## config.mk

```make
export PLATFORM = sky130hd
export DESIGN_NAME = reaction_timer_ctrl
export DESIGN_NICKNAME = d
export VERILOG_FILES = /design/src/rtl/reaction_timer_ctrl.sv
export SDC_FILE = /design/constraint.sdc
export NUM_CORES = 1
export LEC_CHECK = 0
export CELL_PAD_IN_SITES_DETAIL_PLACEMENT = 0
export CELL_PAD_IN_SITES_GLOBAL_PLACEMENT = 2
export CORE_MARGIN = 5
export CORE_UTILIZATION = 38
export CTS_BUF_LIST = sky130_fd_sc_hd__clkbuf_8
export DETAILED_ROUTE_END_ITERATION = 8
export PLACE_DENSITY_LB_ADDON = 0.1
export SYNTH_ARGS = -nofsm -noshare
export SYNTH_HDL_FRONTEND = slang
export SYNTH_SLANG_ARGS = --single-unit
```

## constraint.sdc

```tcl
create_clock -name clk_1ms -period 6.6 [get_ports clk_1ms]
set_input_delay 0.99 -clock clk_1ms [delete_from_list [all_inputs] [get_ports clk_1ms]]
set_output_delay 0.99 -clock clk_1ms [all_outputs]
set_load 0.03 [all_outputs]
```

## src/rtl/reaction_timer_ctrl.sv

```systemverilog
// Reaction timer sequencer: arms the delay generator, lights GO, measures response in ms, tracks best time.
// Latency: start press -> ARMED on the same edge the rise is seen; press in GO -> result registered on that edge.
// Backpressure: none; buttons are level inputs edge-detected here, start is ignored while ARMED or GO.
module reaction_timer_ctrl #(
  parameter int unsigned TIMEOUT_MS = 9999  // must fit in 14 bits (<= 16383)
) (
  input  logic        clk_1ms,
  input  logic        reset,
  input  logic        start_btn,
  input  logic        react_btn,
  input  logic        delay_done,
  output logic        delay_start,
  output logic        go_led,
  output logic [13:0] reaction_ms,
  output logic        result_valid,
  output logic        foul,
  output logic        timeout,
  output logic [13:0] best_ms,
  output logic [2:0]  state_dbg
);

  localparam logic [13:0] LP_TIMEOUT = 14'(TIMEOUT_MS);

  typedef enum logic [2:0] {
    S_IDLE   = 3'd0,
    S_ARMED  = 3'd1,
    S_GO     = 3'd2,
    S_RESULT = 3'd3,
    S_FOUL   = 3'd4
  } state_t;

  state_t      r_state;
  state_t      w_next;
  logic        r_start_prev;
  logic        r_react_prev;
  logic [13:0] r_count;
  logic        w_start_rise;
  logic        w_react_rise;
  logic        w_enter_armed;
  logic        w_enter_foul;
  logic        w_enter_go;
  logic        w_press_hit;
  logic        w_timed_out;

  // Previous button levels reset high so a button held through reset gives no edge.
  assign w_start_rise = start_btn & ~r_start_prev;
  assign w_react_rise = react_btn & ~r_react_prev;

  // Moore outputs straight from the state register; reset drops delay_start immediately.
  assign delay_start = (r_state == S_ARMED);
  assign go_led      = (r_state == S_GO);
  assign state_dbg   = r_state;

  // State register.
  always_ff @(posedge clk_1ms or posedge reset) begin
    if (reset) begin
      r_state <= S_IDLE;
    end else begin
      r_state <= w_next;
    end
  end

  // Next-state decode and the per-edge events that steer the datapath.
  always_comb begin
    w_next        = r_state;
    w_enter_armed = 1'b0;
    w_enter_foul  = 1'b0;
    w_enter_go    = 1'b0;
    w_press_hit   = 1'b0;
    w_timed_out   = 1'b0;
    case (r_state)
      S_IDLE: begin
        if (w_start_rise) begin
          w_next        = S_ARMED;
          w_enter_armed = 1'b1;
        end
      end
      S_ARMED: begin
        // An early press beats a simultaneous delay completion.
        if (w_react_rise) begin
          w_next       = S_FOUL;
          w_enter_foul = 1'b1;
        end else if (delay_done) begin
          w_next     = S_GO;
          w_enter_go = 1'b1;
        end
      end
      S_GO: begin
        // A press on the final count is still a valid reaction.
        if (w_react_rise) begin
          w_next      = S_RESULT;
          w_press_hit = 1'b1;
        end else if (r_count == LP_TIMEOUT) begin
          w_next      = S_RESULT;
          w_timed_out = 1'b1;
        end
      end
      S_RESULT, S_FOUL: begin
        if (w_start_rise) begin
          w_next        = S_ARMED;
          w_enter_armed = 1'b1;
        end
      end
      default: w_next = S_IDLE;
    endcase
  end

  // Button history for edge detection.
  always_ff @(posedge clk_1ms or posedge reset) begin
    if (reset) begin
      r_start_prev <= 1'b1;
      r_react_prev <= 1'b1;
    end else begin
      r_start_prev <= start_btn;
      r_react_prev <= react_btn;
    end
  end

  // Reaction counter: zero in the first GO cycle, stops once GO is left so it never passes the timeout.
  always_ff @(posedge clk_1ms or posedge reset) begin
    if (reset) begin
      r_count <= '0;
    end else if (w_enter_go) begin
      r_count <= '0;
    end else if ((r_state == S_GO) && (w_next == S_GO)) begin
      r_count <= r_count + 14'd1;
    end
  end

  // Round results: cleared on every ARMED entry, set on the edge that ends the round.
  always_ff @(posedge clk_1ms or posedge reset) begin
    if (reset) begin
      reaction_ms  <= '0;
      result_valid <= 1'b0;
      foul         <= 1'b0;
      timeout      <= 1'b0;
    end else if (w_enter_armed) begin
      reaction_ms  <= '0;
      result_valid <= 1'b0;
      foul         <= 1'b0;
      timeout      <= 1'b0;
    end else if (w_press_hit) begin
      reaction_ms  <= r_count;
      result_valid <= 1'b1;
    end else if (w_timed_out) begin
      reaction_ms  <= LP_TIMEOUT;
      result_valid <= 1'b1;
      timeout      <= 1'b1;
    end else if (w_enter_foul) begin
      foul         <= 1'b1;
    end
  end

  // Best time since reset; only genuine presses can improve it.
  always_ff @(posedge clk_1ms or posedge reset) begin
    if (reset) begin
      best_ms <= LP_TIMEOUT;
    end else if (w_press_hit && (r_count < best_ms)) begin
      best_ms <= r_count;
    end
  end

endmodule

```

==> reports/metrics.cfg, run 1 <==
[cells_and_area]
regArea_um2 = 1260
final_cell_mix = dfrtp_1, clkdlybuf4s50_1, nand2_1
final_util = 0.472
antenna_cells = 0
fill_cells = 675
areaGrowthSynthToFinish_pct = 21.2
multi_input_area_um2 = 1250
drive_gt1_frac = 0.118
nNetsFinal = 314

[critical_path]
cp-start-kind = input port
r2r_cells = 7
cpMaxStageDelayCell = a211oi_4
rr_startpoint = best_ms[13]
cpPeakStageDelay_ns = 0.83
cp_max_fo = 14
end_kind = flop
worst_ep_arrival_time_ns = 3.63
crit_type = input port to flop
worst_r2r_endpoint = best_ms[5]
crit_start = react_btn
r2r_slack_ns = 3.71
cp.required_ns = 6.78
cp_cell_sequence = clkdlybuf4s50_1 -> nor2b_1 -> nand2_4 -> a2111o_1 -> a211oi_4 -> mux2_1

[power_and_ir_drop]
p_leak_nw = 1.30
power.share.sequential = 0.423
p_sw_uw = 390
swShare = 0.394
vdd_drop_max_mv = 0.179
pwr-share-comb = 0.393
clkPwrFrac = 0.184
pwr_density_cell_nw_per_um2 = 311
p_int_uw = 600

[die]
row_count = 30
core_um2 = 6760
die_w_um = 93.2
die_y_um = 93.2
start_util = 0.390
dieArea_um2 = 8690
num_io_pins = 41

[sta]
timing.final.ws_setup_ns = 3.15
tightest_slew_ns = 1.09
setup_viol = 0
fin_skew_ns = 0.00676
max-slew-margin-rel = 0.268
rsz0062_at_grt = false
post-route-period-util = 0.522
final-hold-violation-count = 0
fin_tns_setup_ns = 0
fmax_mhz = 290
slew_violations = 0
period_needed_ns = 3.45

[synth]
synth.avg_cell_area_um2 = 10.3
synth_seq_area_share = 0.480
synth_ff_type = dfrtp_1
synth-async-reset-ratio = 1.00
ys_ff_latch = 50
synth_edf_count = 0
syn_inst = 256
ys_types = 41
netlist_area_um2 = 2630
synth_nets = 275
synth_warnings = 0

[cts]
clk_pin_slew_ns = 0.09
clock_sinks = 50
cts_root_buf = clkbuf_8
cts_buffers = 5
htree_num_levels = 2
cts_hold_buf = 0
cts_tree = yes
cts_setup_buffers = 0
cts_max_path_buffers = 2
clk_latency_ns = 0.30
cts_resized = 0

[route]
via_per_inst = 5.36
wl_per_cell_um = 16.1
vias = 2014
first_iter_violations = 67
drt-total-wl_um = 6070
drc = 0
ant_nets = 0
first_pass_iters = 4

[grt]
grt_pass1_wl_um = 10400
track_usage = 0.151
grt_use_met2 = 0.245
grt_max_degree = 51
busiest_layer = met2
grt_pass1_vias = 2060
antenna_found_initial = 0
grt_use_met1 = 0.204
use_met3 = 0.0322
grt_overflow = 0

[hold_path]
min_from = result_valid
min_delay_worst_endpoint = result_valid
hold_class = flop to flop
min_path_cells = 1

[run]
cap_violations = 0

[place]
place_ws_ns = 2.80
place_congestion = 0.754
hpwl_um = 4300
io_buffers = 40

[status]
status = complete, no violations

-- cells in the mapped netlist (all sizes together), types with 2 or more instances --
cell     n  area (um^2)
nor2     9         33.8
mux2i    4         40.0
o311ai   2         17.5
a21oi   20          100
mux2    14          195
buf      2         25.0
and3     2         12.5
dfrtp   40         1000
nor3b    2         26.3
a211oi   4         42.5
nor2b    2         12.5
nor4     2         12.5
nand3    9         45.0
o31ai    7         52.6
and4     3         26.3
clkbuf   8         30.0
dfstp   10          263
inv     17         63.8
nand2b   5         31.3
o21ai   23          115
or3      3         18.8
ha      14          175
nand2   28          113
or4      5         37.5
nor3     5         25.0
nand4    7         43.8
-- logic make-up after synthesis --
logic type	after synthesis	share of synthesized area
multiplexers	18	0.0894
buffers and inverters	27	0.0452
flip-flops	50	0.480
AND/OR/NAND/NOR	85	0.175
AO/OA/AOI/OAI	62	0.144
adder cells (fa/ha/maj)	14	0.0665
-- worst max-delay path by stage --
stage                       end  slack, ns  cells past startpoint
floorplan           best_ms[11]       3.86                      6
global placement     best_ms[6]       2.86                      6
detailed placement   best_ms[5]       2.80                      6
CTS                  best_ms[5]       3.12                      6
global route         best_ms[6]       3.00                      6
finish               best_ms[5]       3.15                      6
-- critical path, delay by kind of cell --
family                 cells  cell delay, ns
AO/OA/AOI/OAI              2            1.24
AND/OR/NAND/NOR            2            0.51
multiplexers               1            0.39
buffers and inverters      1            0.49
-- metrics by stage --
step / hold slack (ns) / instance area [um^2] / cells / power, mW
detailed placement: 0.483 / 3100 / 368 / 0.820
finish: 0.511 / 3190 / 376 / 0.991
global route: 0.545 / 3190 / 376 / 1.06
floorplan: 0.507 / 2630 / 256 / 0.679
CTS: 0.507 / 3190 / 376 / 1.01
global placement: 0.485 / 3100 / 368 / 0.818
-- flip-flops by register name (all words and copies together), names as in the netlist --
name and cells:
best_ms 14, foul 1, r_count 14, r_react_prev 1
r_start_prev 1, reaction_ms 14, result_valid 1, state_dbg 3
timeout 1
-- power groups by stage --
stage               Sequential, mW  Clock (mW)  Combinational [mW]
global placement             0.426           0               0.392
floorplan                    0.483           0               0.196
detailed placement           0.426           0               0.394
CTS                          0.420       0.191               0.396
global route                 0.429       0.203               0.428
finish                       0.419       0.182               0.390
-- routing by layer --
| layer | part of all wire | vias to the layer above | routed length, um |
|---|---|---|---|
| met5 | 0 | - | 0 |
| li1 | - | 1005 | - |
| met4 | 0.012 | 0 | 75 |
| met2 | 0.47 | 37 | 2880 |
| met3 | 0.037 | 5 | 226 |
| met1 | 0.48 | 967 | 2890 |
-- area by class of cell --
type                    count  area share
clock buffers               6      0.0259
clock inverters             2     0.00275
well taps                  80      0.0314
flip-flops and latches     50       0.396
inverters                  17      0.0200
multi-input cells         179       0.393
repair buffers             42       0.130
Note: power is estimated with default switching activity, not from simulation.
==> run 2: changes to the inputs <==
CORE_UTILIZATION = 35   (was 38)
clock period = 3.6 ns   (was 6.6 ns; I/O delays follow)
==> reports/metrics.cfg, run 2 (synthesis results as in run 1) <==
[status]
status = complete, no violations

[cts]
clk_latency_ns = 0.31  ; about the same
cts_hold_buf = 0  ; unchanged
clk_pin_slew_ns = 0.09  ; about the same
clock_sinks = 50  ; unchanged
cts_tree = yes
htree_num_levels = 2  ; unchanged
cts_buffers = 5  ; unchanged
cts_root_buf = clkbuf_8
cts_max_path_buffers = 2  ; unchanged
cts_resized = 0  ; unchanged
cts_setup_buffers = 0  ; unchanged

[sta]
final-hold-violation-count = 0  ; unchanged
post-route-period-util = 0.761
tightest_slew_ns = 1.22  ; +0.134 ns
slew_violations = 0  ; unchanged
period_needed_ns = 2.74
rsz0062_at_grt = false
setup_viol = 0  ; unchanged
fin_tns_setup_ns = 0  ; unchanged
fin_skew_ns = 0.00512  ; -0.00164 ns
timing.hold.ws_ns = 0.504  ; -0.00730 ns
fmax_mhz = 365
max-slew-margin-rel = 0.178  ; -0.0900
timing.final.ws_setup_ns = 0.862  ; -2.29 ns

[critical_path]
r2r_cells = 5  ; -2
critical_path_depth = 3  ; -3
crit_type = flop to output port
worst_r2r_endpoint = r_count[6]
cp_top_family = buffers and inverters
r2r_slack_ns = 0.95  ; -2.76 ns
cpPeakStageDelay_ns = 0.76  ; -0.07 ns
cp_cell_sequence = inv_1 -> nor3_1 -> clkdlybuf4s50_1
cp.required_ns = 3.06  ; -3.72 ns
worst_ep_arrival_time_ns = 2.20  ; -1.43 ns
cp_max_fo = 8  ; -6
worst-path-buf-inv = 2  ; +1
cp-start-kind = flop
end_kind = output port
rr_startpoint = state_dbg[0]
cpMaxStageDelayCell = clkdlybuf4s50_1

[route]
first_pass_iters = 4  ; unchanged
drt-total-wl_um = 6340  ; +4.4%
ant_nets = 0  ; unchanged
vias = 2032  ; +0.89%
first_iter_violations = 71  ; +6.0%
drc = 0  ; unchanged
via_per_inst = 5.13  ; -4.2%
wl_per_cell_um = 16.0  ; -0.83%

[cells_and_area]
postLayoutCellArea_um2 = 3220  ; +1.1%
reg.largest.list = best_ms x14, r_count x14, reaction_ms x14
fill_cells = 762  ; +13%
drive_gt1_frac = 0.125  ; +0.00634
antenna_cells = 0  ; unchanged
final_util = 0.442  ; -0.0299
final_cells = 396  ; +5.3%
final_cell_mix = dfrtp_1, clkdlybuf4s50_1, nand2_1
areaGrowthSynthToFinish_pct = 22.5
nNetsFinal = 315  ; +0.32%

[grt]
grt_use_met2 = 0.229  ; -0.0155
grt_use_met1 = 0.182  ; -0.0213
grt_max_degree = 32  ; -37%
grt_overflow = 0  ; unchanged
grt_pass1_wl_um = 10800  ; +3.1%
grt_pass1_vias = 2087  ; +1.3%
track_usage = 0.140  ; -0.0114
use_met3 = 0.0324  ; +0.000194
busiest_layer = met2
antenna_found_initial = 0  ; unchanged

[place]
placedCellCount = 388  ; +5.4%
place_congestion = 0.759  ; +0.58%
io_buffers = 40  ; unchanged
post_dp_cell_area_um2 = 3130  ; +1.0%
place_ws_ns = 0.614  ; -2.18 ns
hpwl_um = 4530  ; +5.5%

[die]
start_util = 0.361  ; -0.0286
die_y_um = 96.7  ; +3.7%
row_count = 31  ; +3.3%
die_w_um = 96.7  ; +3.7%
dieArea_um2 = 9360  ; +7.6%
core_um2 = 7290  ; +7.9%
num_io_pins = 41  ; unchanged

[hold_path]
min_from = foul
hold_class = flop to flop
min_delay_worst_endpoint = foul
min_path_cells = 2  ; +1

[power_and_ir_drop]
power_mw = 1.84  ; +86%
p_leak_nw = 1.30  ; about the same
vdd_drop_max_mv = 0.277  ; +55%
pwr_density_cell_nw_per_um2 = 571  ; +84%

[run]
cap_violations = 0  ; unchanged

[run 2: metal layers]
layer,vias up,wire length (um)
met5,-,0
met1,988,3080
met4,0,88
met3,8,201
li1,1005,-
met2,31,2970
[run 2: worst reg2reg max path, stage by stage (launching register included)]
cell     delay [ns]
dfrtp_1        0.51
nor3b_4        0.39
nand4_1        0.24
o21ai_1        1.01
or2_2          0.30
o31ai_1        0.08
[run 2: area by class of cell]
class	count	area [um^2]	share of cell area
clock buffers	6	82.6	0.0256
repair buffers	43	423	0.131
inverters	17	63.8	0.0198
flip-flops and latches	50	1260	0.392
well taps	99	124	0.0384
clock inverters	2	12.5	0.00388
multi-input cells	179	1250	0.389
[run 2: worst max path at each step]
stage / start / end
global placement: react_btn / best_ms[5]
CTS: state_dbg[0] / delay_start
global route: state_dbg[0] / r_count[6]
detailed placement: react_btn / best_ms[6]
finish: state_dbg[0] / delay_start
floorplan: state_dbg[1] / best_ms[11]
[run 2: report_power, final]
part | internal, mW | leakage [nW] | switching [mW]
Combinational | 0.289 | 0.602 | 0.429
Clock | 0.155 | 0.0472 | 0.198
Sequential | 0.660 | 0.653 | 0.110
==> run 3: changes to the inputs <==
CORE_UTILIZATION = 32   (was 35)
clock period = 2.33 ns   (was 3.6 ns; I/O delays follow)
==> reports/metrics.cfg, run 3 (synthesis results as in run 1) <==
[status]
status = complete, no violations

[cts]
cts_tree = yes
clk_latency_ns = 0.30  ; about the same
htree_num_levels = 2  ; unchanged
cts_max_path_buffers = 2  ; unchanged
clock_sinks = 50  ; unchanged
cts_buffers = 5  ; unchanged
cts_root_buf = clkbuf_8
clk_pin_slew_ns = 0.10  ; about the same

[critical_path]
cpPeakStageDelay_ns = 0.55  ; -0.21 ns
cp-start-kind = flop
cpMaxStageDelayCell = dfstp_2
crit_type = flop to flop
end_kind = flop
worst_ep_arrival_time_ns = 2.46  ; +0.26 ns
cp_max_fo = 5  ; -3
cp_cell_sequence = inv_2 -> ha_4 -> nand4_1 -> nor2_1 -> a2111o_1 -> a211oi_4 -> buf_6 -> buf_12 -> mux2_4
cp_top_family = compound AO/OA/AOI/OAI gates
cp.required_ns = 2.52  ; -0.54 ns
worst-path-buf-inv = 3  ; +1

[power_and_ir_drop]
pwr_density_cell_nw_per_um2 = 855  ; +50%
p_leak_nw = 1.58  ; +21%
power_mw = 3.19  ; +73%
vdd_drop_max_mv = 0.531  ; +92%

[route]
first_pass_iters = 4  ; unchanged
ant_nets = 0  ; unchanged
drt-total-wl_um = 7020  ; +11%
drc = 0  ; unchanged
via_per_inst = 4.99  ; -2.7%
vias = 2227  ; +9.6%
wl_per_cell_um = 15.7  ; -1.7%
first_iter_violations = 100  ; +41%

[grt]
grt_pass1_vias = 2223  ; +6.5%
grt_pass1_wl_um = 11600  ; +7.9%
track_usage = 0.146  ; +0.00609
grt_overflow = 0  ; unchanged
grt_max_degree = 51  ; +59%
antenna_found_initial = 0  ; unchanged

[place]
hpwl_um = 5060  ; +12%
io_buffers = 40  ; unchanged
place_congestion = 0.800  ; +5.5%
place_ws_ns = -0.218  ; -0.832 ns

[sta]
slew_violations = 0  ; unchanged
rsz0062_at_grt = false
setup_viol = 0  ; unchanged
fin_skew_ns = 0.00753  ; +0.00241 ns
period_needed_ns = 2.27
timing.final.ws_setup_ns = 0.0598  ; -0.802 ns
tightest_slew_ns = 0.563  ; -0.661 ns
max-slew-margin-rel = 0.624  ; +0.446
fmax_mhz = 440
post-route-period-util = 0.974
final-hold-violation-count = 0  ; unchanged

[die]
num_io_pins = 41  ; unchanged
row_count = 33  ; +6.5%
core_um2 = 8130  ; +12%
die_y_um = 101  ; +4.1%
dieArea_um2 = 10100  ; +8.4%
start_util = 0.324  ; -0.0374
die_w_um = 101  ; +4.1%

[cells_and_area]
final_cell_mix = buf_4, clkdlybuf4s50_1, dfrtp_1
antenna_cells = 0  ; unchanged
final_util = 0.459  ; +0.0168
nNetsFinal = 359  ; +14%
reg.largest.list = best_ms x14, r_count x14, reaction_ms x14
drive_gt1_frac = 0.296  ; +0.172
areaGrowthSynthToFinish_pct = 41.8
fill_cells = 806  ; +5.8%
mostFrequentLayoutCell = buf_4

[hold_path]
hold_class = input port to asynchronous set/reset pin

[run]
cap_violations = 0  ; unchanged

==> run 3: cell types whose count changed in the layout (fill, tap and decap cells not counted), moves of 4 or more <==
cell     before  now
buf_4         3   42
inv_2         1    6
dfrtp_1      40   36
dfrtp_2       0    4
inv_1        16   12
ha_4          0    5
ha_1         14    9
==> run 3: path summary, 6_finish.rpt <==
kind / slack (ns) / to / startpoint / cells after the start
setup / recovery: 0.06 / best_ms[6] / best_ms[13] / 9
hold / removal: 0.40 / r_count[1] / reset / 3
setup reg to reg: 0.06 / best_ms[6] / best_ms[13] / 9
hold reg to reg: 0.51 / foul / foul / 2
max in group asynchronous: 1.66 / best_ms[10] / reset / 3
min in group clk_1ms: 0.48 / r_start_prev / start_btn / 1
==> run 3: repair_timing <==
| item | 4_1_cts | 5_1_grt |
|---|---|---|
| gates cloned | 1 | 0 |
| hold buffers | 0 | 0 |
| endpoints found under the setup margin | 13 | 15 |
| pin swaps | 9 | 3 |
| buffers inserted | 4 | 2 |
| hold endpoints to repair | 0 | 0 |
| resized for setup | 17 | 5 |
==> run 3: area by class of cell <==
| type | instances | area (um^2) | share of cell area |
|---|---|---|---|
| clock buffers | 6 | 82.6 | 0.0221 |
| clock inverters | 2 | 33.8 | 0.00905 |
| repair buffers | 87 | 808 | 0.216 |
| multi-input cells | 179 | 1350 | 0.360 |
| inverters | 17 | 63.8 | 0.0171 |
| flip-flops and latches | 50 | 1270 | 0.340 |
| well taps | 105 | 131 | 0.0352 |
==> run 3: layer usage <==
layer,global-route usage,up-vias,share of wire
met4,0.0404,0,0.011
met5,0,-,0
met1,0.200,1085,0.48
met3,0.0263,6,0.037
li1,-,1094,-
met2,0.235,42,0.47
==> run 3: where the power goes <==
| part | switching, mW | total (mW) | internal, mW | leakage [nW] |
|---|---|---|---|---|
| Clock | 0.298 | 0.645 | 0.346 | 0.0626 |
| Sequential | 0.133 | 1.16 | 1.03 | 0.647 |
| Combinational | 0.760 | 1.39 | 0.628 | 0.868 |
| Total | 1.19 | 3.19 | 2.00 | 1.58 |
==> run 3: through the flow <==
step | area [um^2] | instances | hold WS, ns | TNS (ns)
2_1_floorplan | 2640 | 256 | 0.354 | -0.603
3_3_place_gp | 3440 | 431 | 0.492 | -3.00
3_5_place_dp | 3440 | 431 | 0.500 | -3.15
4_1_cts | 3710 | 444 | 0.405 | 0
5_1_grt | 3730 | 446 | 0.421 | 0
6_report | 3730 | 446 | 0.401 | 0
==> run 3: worst min-delay path, stage by stage <==
cell and delay, ns:
clkdlybuf4s50_1 0.41, inv_2 0.07, buf_12 0.26
==> patch 1: new RTL, flow settings as in run 3 <==
Make the reset (`reset`) synchronous in 5 clocked blocks.
--- a/src/rtl/reaction_timer_ctrl.sv
+++ b/src/rtl/reaction_timer_ctrl.sv
@@ -52,7 +52,7 @@
   assign state_dbg   = r_state;
 
   // State register.
-  always_ff @(posedge clk_1ms or posedge reset) begin
+  always_ff @(posedge clk_1ms) begin
     if (reset) begin
       r_state <= S_IDLE;
     end else begin
@@ -106,7 +106,7 @@
   end
 
   // Button history for edge detection.
-  always_ff @(posedge clk_1ms or posedge reset) begin
+  always_ff @(posedge clk_1ms) begin
     if (reset) begin
       r_start_prev <= 1'b1;
       r_react_prev <= 1'b1;
@@ -117,7 +117,7 @@
   end
 
   // Reaction counter: zero in the first GO cycle, stops once GO is left so it never passes the timeout.
-  always_ff @(posedge clk_1ms or posedge reset) begin
+  always_ff @(posedge clk_1ms) begin
     if (reset) begin
       r_count <= '0;
     end else if (w_enter_go) begin
@@ -128,7 +128,7 @@
   end
 
   // Round results: cleared on every ARMED entry, set on the edge that ends the round.
-  always_ff @(posedge clk_1ms or posedge reset) begin
+  always_ff @(posedge clk_1ms) begin
     if (reset) begin
       reaction_ms  <= '0;
       result_valid <= 1'b0;
@@ -152,7 +152,7 @@
   end
 
   // Best time since reset; only genuine presses can improve it.
-  always_ff @(posedge clk_1ms or posedge reset) begin
+  always_ff @(posedge clk_1ms) begin
     if (reset) begin
       best_ms <= LP_TIMEOUT;
     end else if (w_press_hit && (r_count < best_ms)) begin
Behaviour: differs if reset is asserted again (counterexample within 4 cycles, from zero or initial values and one cycle with reset high); with reset held inactive, the same outputs for 10 cycles.
==> patch 1 against run 3 <==
Cell area fell by 11%; area after synthesis fell by 3.3%; largest cell class unchanged; wire length fell by 5.7%; setup slack improved by 0.16 ns; synthesized cell count rose by 17%; sequential cell count did not move; fmax rose by 7.3%.
Power is not compared: it rests on default switching activity, and its combinational part moved more than twofold at a synthesized area within 25%.
==> patch 1: results (changes against run 3) <==
status=complete, no violations; switching share of total power=23.0%; flop2flop setup slack=0.22 ns (+0.16 ns); pin count of the biggest net entering global routing=34 (-33%); CTS root buffer=clkbuf_8; Syn. warnings=0 (unchanged); hold path startpoint=reaction_ms[4]$_SDFFE_PP0N_; max incr delay on CP=0.57 ns (+0.02 ns); Clk Latency, worst-skew pair=0.31 ns; top flop regs=best_ms: 14 flops, r_count: 14 flops, reaction_ms: 14 flops; Pleak=1.30 nW; Placer Congestion=0.750 (-6.3%); final WL=6.62 mm (-5.7%); crit path kind=reg2reg; syn_nets=318 (+16%); HP Class=reg2reg; Worst EP arrival=2.32 ns (-0.14 ns); Num CTS Buffers=5 (unchanged); hold slack=0.475 ns (+0.0737 ns); deepest clock path buffer count=2 (unchanged); reg2reg path depth=6 (-3); Worst Skew=0.00465 ns (-0.00288 ns); kind of cell adding the most delay to the critical path=compound AO/OA/AOI/OAI gates; post-CTS sizing=0 (-17); hold path depth=2; vias in the first global route=2170 (-2.4%); clk slew on worst S/H paths=0.09 ns; antenna cells=0 (unchanged); ys async rst share=0% (-100 points); fin nets=370 (+3.1%); IO Port Bufs=40 (unchanged); slowest stage cell, crit path=or4b_1; H-tree levels=2 (unchanged); total track usage=13.9% (-0.67 points); postcts setup bufs=0 (-4); Iter 0 DRT Violations=78 (-22%); sequential area share after synthesis=39.3% (-8.7 points); worst slew pin tran=0.492 ns (-0.0714 ns); initial antenna violation count=0 (unchanged); Placed Area=3180 um^2 (-7.8%); Area contributors post-synth=dfxtp_1 (39%), ha_1 (6.9%), mux2i_1 (6.3%); origin of the critical flop-to-flop path=state_dbg[0]$_SDFF_PP0_; layout cells sized above 1=12.5% (-17 points); Hold EP=reaction_ms[4]$_SDFFE_PP0N_; Final HPWL DP=5.05 mm (-0.16%); CTS tree=yes; count of cell types in the netlist=46 (+12%); first-pass GRT wire length=11.1 mm (-4.3%); Worst Path Max Fanout=10 (+5); total number of vias=2251 (+1.1%); 1st-pass router iterations=4 (unchanged); commonest cells in the netlist=dfxtp_1 (50), nor2_1 (41), a21oi_1 (20); peak supply drop=0.253 mV; end of the worst register-to-register path=r_count[9]$_SDFFE_PP0P_
patch 1: cell types whose count changed in the layout (fill, tap and decap cells not counted), sizes merged, moves of 14 or more:
| cell | run 3 | this run |
|---|---|---|
| dfxtp | 0 | 50 |
| dfrtp | 40 | 0 |
| nor2 | 9 | 41 |
| buf | 47 | 23 |
| o21ai | 23 | 6 |
| nand2 | 28 | 13 |
| mux2 | 14 | 0 |
patch 1: kinds of logic (layout without fill, tap and decap cells):
kind of cell	after synthesis	after routing	synth area share [%]
buffers and inverters	36	89	6.09
multiplexers	16	16	6.29
AND/OR/NAND/NOR	132	132	27.8
AO/OA/AOI/OAI	46	46	11.9
flip-flops	50	50	39.3
adder cells (fa/ha/maj)	14	14	6.88
XOR/XNOR	5	5	1.72
patch 1: metrics by stage:
stage	setup slack [ns]	cells
final	0.215	454
after global routing	0.0908	454
after CTS	0.0205	454
after detailed placement	0.0741	446
after global placement	0.0768	446
after floorplan	0.0222	299
patch 1: final cells by class:
class	count	area, um^2
inverter	18	67.6
fill	804	4420
clock buffer	5	68.8
sequential	50	1000
multi-input combinational	213	1420
clock inverter	3	40.0
timing repair buffer	63	591
tap	102	128
patch 1: metal layers:
layer	wire length, um	part of all wire (%)	global-route usage (%)
met1	3180	48	18.3
met2	3150	48	22.8
met3	211	3.2	3.51
met4	77	1.2	3.26
met5	0	0	0
patch 1: power by group through the flow:
stage | combinational (mW) | sequential [mW] | clock, mW
after detailed placement | 0.0929 | 0.882 | 0
after global routing | 0.101 | 0.863 | 0.676
final | 0.0915 | 0.862 | 0.622
after floorplan | 0.0522 | 0.888 | 0
after global placement | 0.0934 | 0.882 | 0
after CTS | 0.0933 | 0.862 | 0.648
==> patch 2: new RTL, settings of run 3 <==
Made on the original files. The parameter `TIMEOUT_MS` goes from 9999 to 4999.
--- a/src/rtl/reaction_timer_ctrl.sv
+++ b/src/rtl/reaction_timer_ctrl.sv
@@ -2,7 +2,7 @@
 // Latency: start press -> ARMED on the same edge the rise is seen; press in GO -> result registered on that edge.
 // Backpressure: none; buttons are level inputs edge-detected here, start is ignored while ARMED or GO.
 module reaction_timer_ctrl #(
-  parameter int unsigned TIMEOUT_MS = 9999  // must fit in 14 bits (<= 16383)
+  parameter int unsigned TIMEOUT_MS = 4999  // must fit in 14 bits (<= 16383)
 ) (
   input  logic        clk_1ms,
   input  logic        reset,
Function: changed (a bounded check fails within 4 cycles, from zero or initial values and one cycle with reset high).
==> patch 2 against run 3 <==
Core utilization decreased by 0.89 points; cell area decreased by 6.4%; sequential cell count unchanged; critical path depth decreased by 1; via count decreased by 12%; largest power group unchanged; wire length decreased by 9.2%; setup slack got worse by 0.028 ns; area after synthesis decreased by 2.3%; total power decreased by 15%; largest cell class unchanged.
==> patch 2: results (changes against run 3) <==
Worst Skew=0.0101 ns (+0.00254 ns); P_sw=0.988 mW (-17%); Fill cells=764 (-5.2%); post-CTS sizing=4 (-13); sequential area share after synthesis=49.1% (+1.1 points); worst slew pin tran=0.661 ns (+0.0980 ns); sequential power=1.06 mW (-9%); vias in the first global route=2064 (-7.2%); vias per inst=4.73 (-5.3%); total track usage=13.5% (-1.1 points); 1st-pass router iterations=4 (unchanged); HP Class=in2async; Cells after Synth=237 (-7.4%); Placer Congestion=0.776 (-3.1%); CTS root buffer=clkbuf_8; postcts setup bufs=0 (-4); syn_nets=256 (-6.9%); peak supply drop=0.512 mV (-3.6%); antenna cells=0 (unchanged); Final HPWL DP=4.75 mm (-6.2%); initial antenna violation count=0 (unchanged); Starting Density=33.1% (+0.74 points); Iter 0 DRT Violations=82 (-18%); deepest clock path buffer count=2 (unchanged); power per cell area=776 nW/um^2 (-9.2%); Placed Area=3350 um^2 (-2.8%); H-tree levels=2 (unchanged); Worst Path Max Fanout=8 (+3); Worst EP arrival=2.49 ns (+0.03 ns); pre-CTS setup slack=-0.0388 ns (+0.179 ns); status=complete, no violations; Final setup viols=0 (unchanged); Area contributors post-synth=dfrtp_1 (40%), dfstp_2 (9.2%), ha_1 (6.8%); first-pass GRT wire length=10.6 mm (-8.7%); Syn. warnings=0 (unchanged); fin area=3500 um^2 (-6.4%); Cells after DPL=408 (-5.3%); layout cells sized above 1=25.2% (-4.5 points); commonest cells in the netlist=dfrtp_1 (41), nand2_1 (21), nor2_1 (16); DR WL/cell=15.3 um (-2.6%); combinational logic power=1.16 mW (-17%); Pleak=1.60 nW (+1.1%); ys async rst share=100% (unchanged); fin nets=332 (-7.5%); final std cells w/o fill=416 (-6.7%); Top FF cell, synth=dfrtp_1; Num CTS Buffers=5 (unchanged); count of cell types in the netlist=42 (+2.4%); Clk Latency, worst-skew pair=0.31 ns
[patch 2: cells by family after synthesis]
logic type                 Yosys count  share of synthesized area, %
buffers and inverters               23                          3.94
and+or+nand+nor                     80                          16.2
AOI/OAI and AO/OA                   46                          12.9
adders and majority gates           14                          6.81
muxes                               16                          8.37
xor gates and xnor gates             8                          2.73
DFF                                 50                          49.1
[patch 2: final cells by class]
class	instances	area share, %
clock inverter	3	0.322
tap	102	3.65
sequential	50	36.1
timing repair buffer	77	20.0
inverter	15	1.61
clock buffer	5	1.97
multi-input combinational	164	36.3
[patch 2: critical path: stages, from the launching register on]
cell,delay [ns]
dfstp_2,0.55
inv_2,0.04
ha_4,0.26
nand4_1,0.13
nor2_2,0.14
or4b_4,0.48
o2111ai_4,0.10
buf_8,0.18
mux2_4,0.30
[patch 2: final timing paths]
| check | start | end | slack, ns | cells after the start |
|---|---|---|---|---|
| max | best_ms[9]$_DFFE_PP1P_ | best_ms[13]$_DFFE_PP0P_ | 0.03 | 8 |
| min | reset | best_ms[10]$_DFFE_PP0P_ | 0.40 | 3 |
| max reg2reg | best_ms[9]$_DFFE_PP1P_ | best_ms[13]$_DFFE_PP0P_ | 0.03 | 8 |
| min reg2reg | result_valid$_DFFE_PP0P_ | result_valid$_DFFE_PP0P_ | 0.50 | 1 |
| max in group asynchronous | reset | r_start_prev$_DFF_PP1_ | 1.63 | 3 |
| min in group clk_1ms | start_btn | r_start_prev$_DFF_PP1_ | 0.47 | 1 |
[patch 2: per-layer routing]
| metal | GRT usage [%] | wire, um | vias up |
|---|---|---|---|
| li1 | - | - | 988 |
| met1 | 19.6 | 3300 | 938 |
| met2 | 20.1 | 2730 | 36 |
| met3 | 3.93 | 279 | 6 |
| met4 | 2.52 | 62 | 0 |
| met5 | 0 | 0 | - |
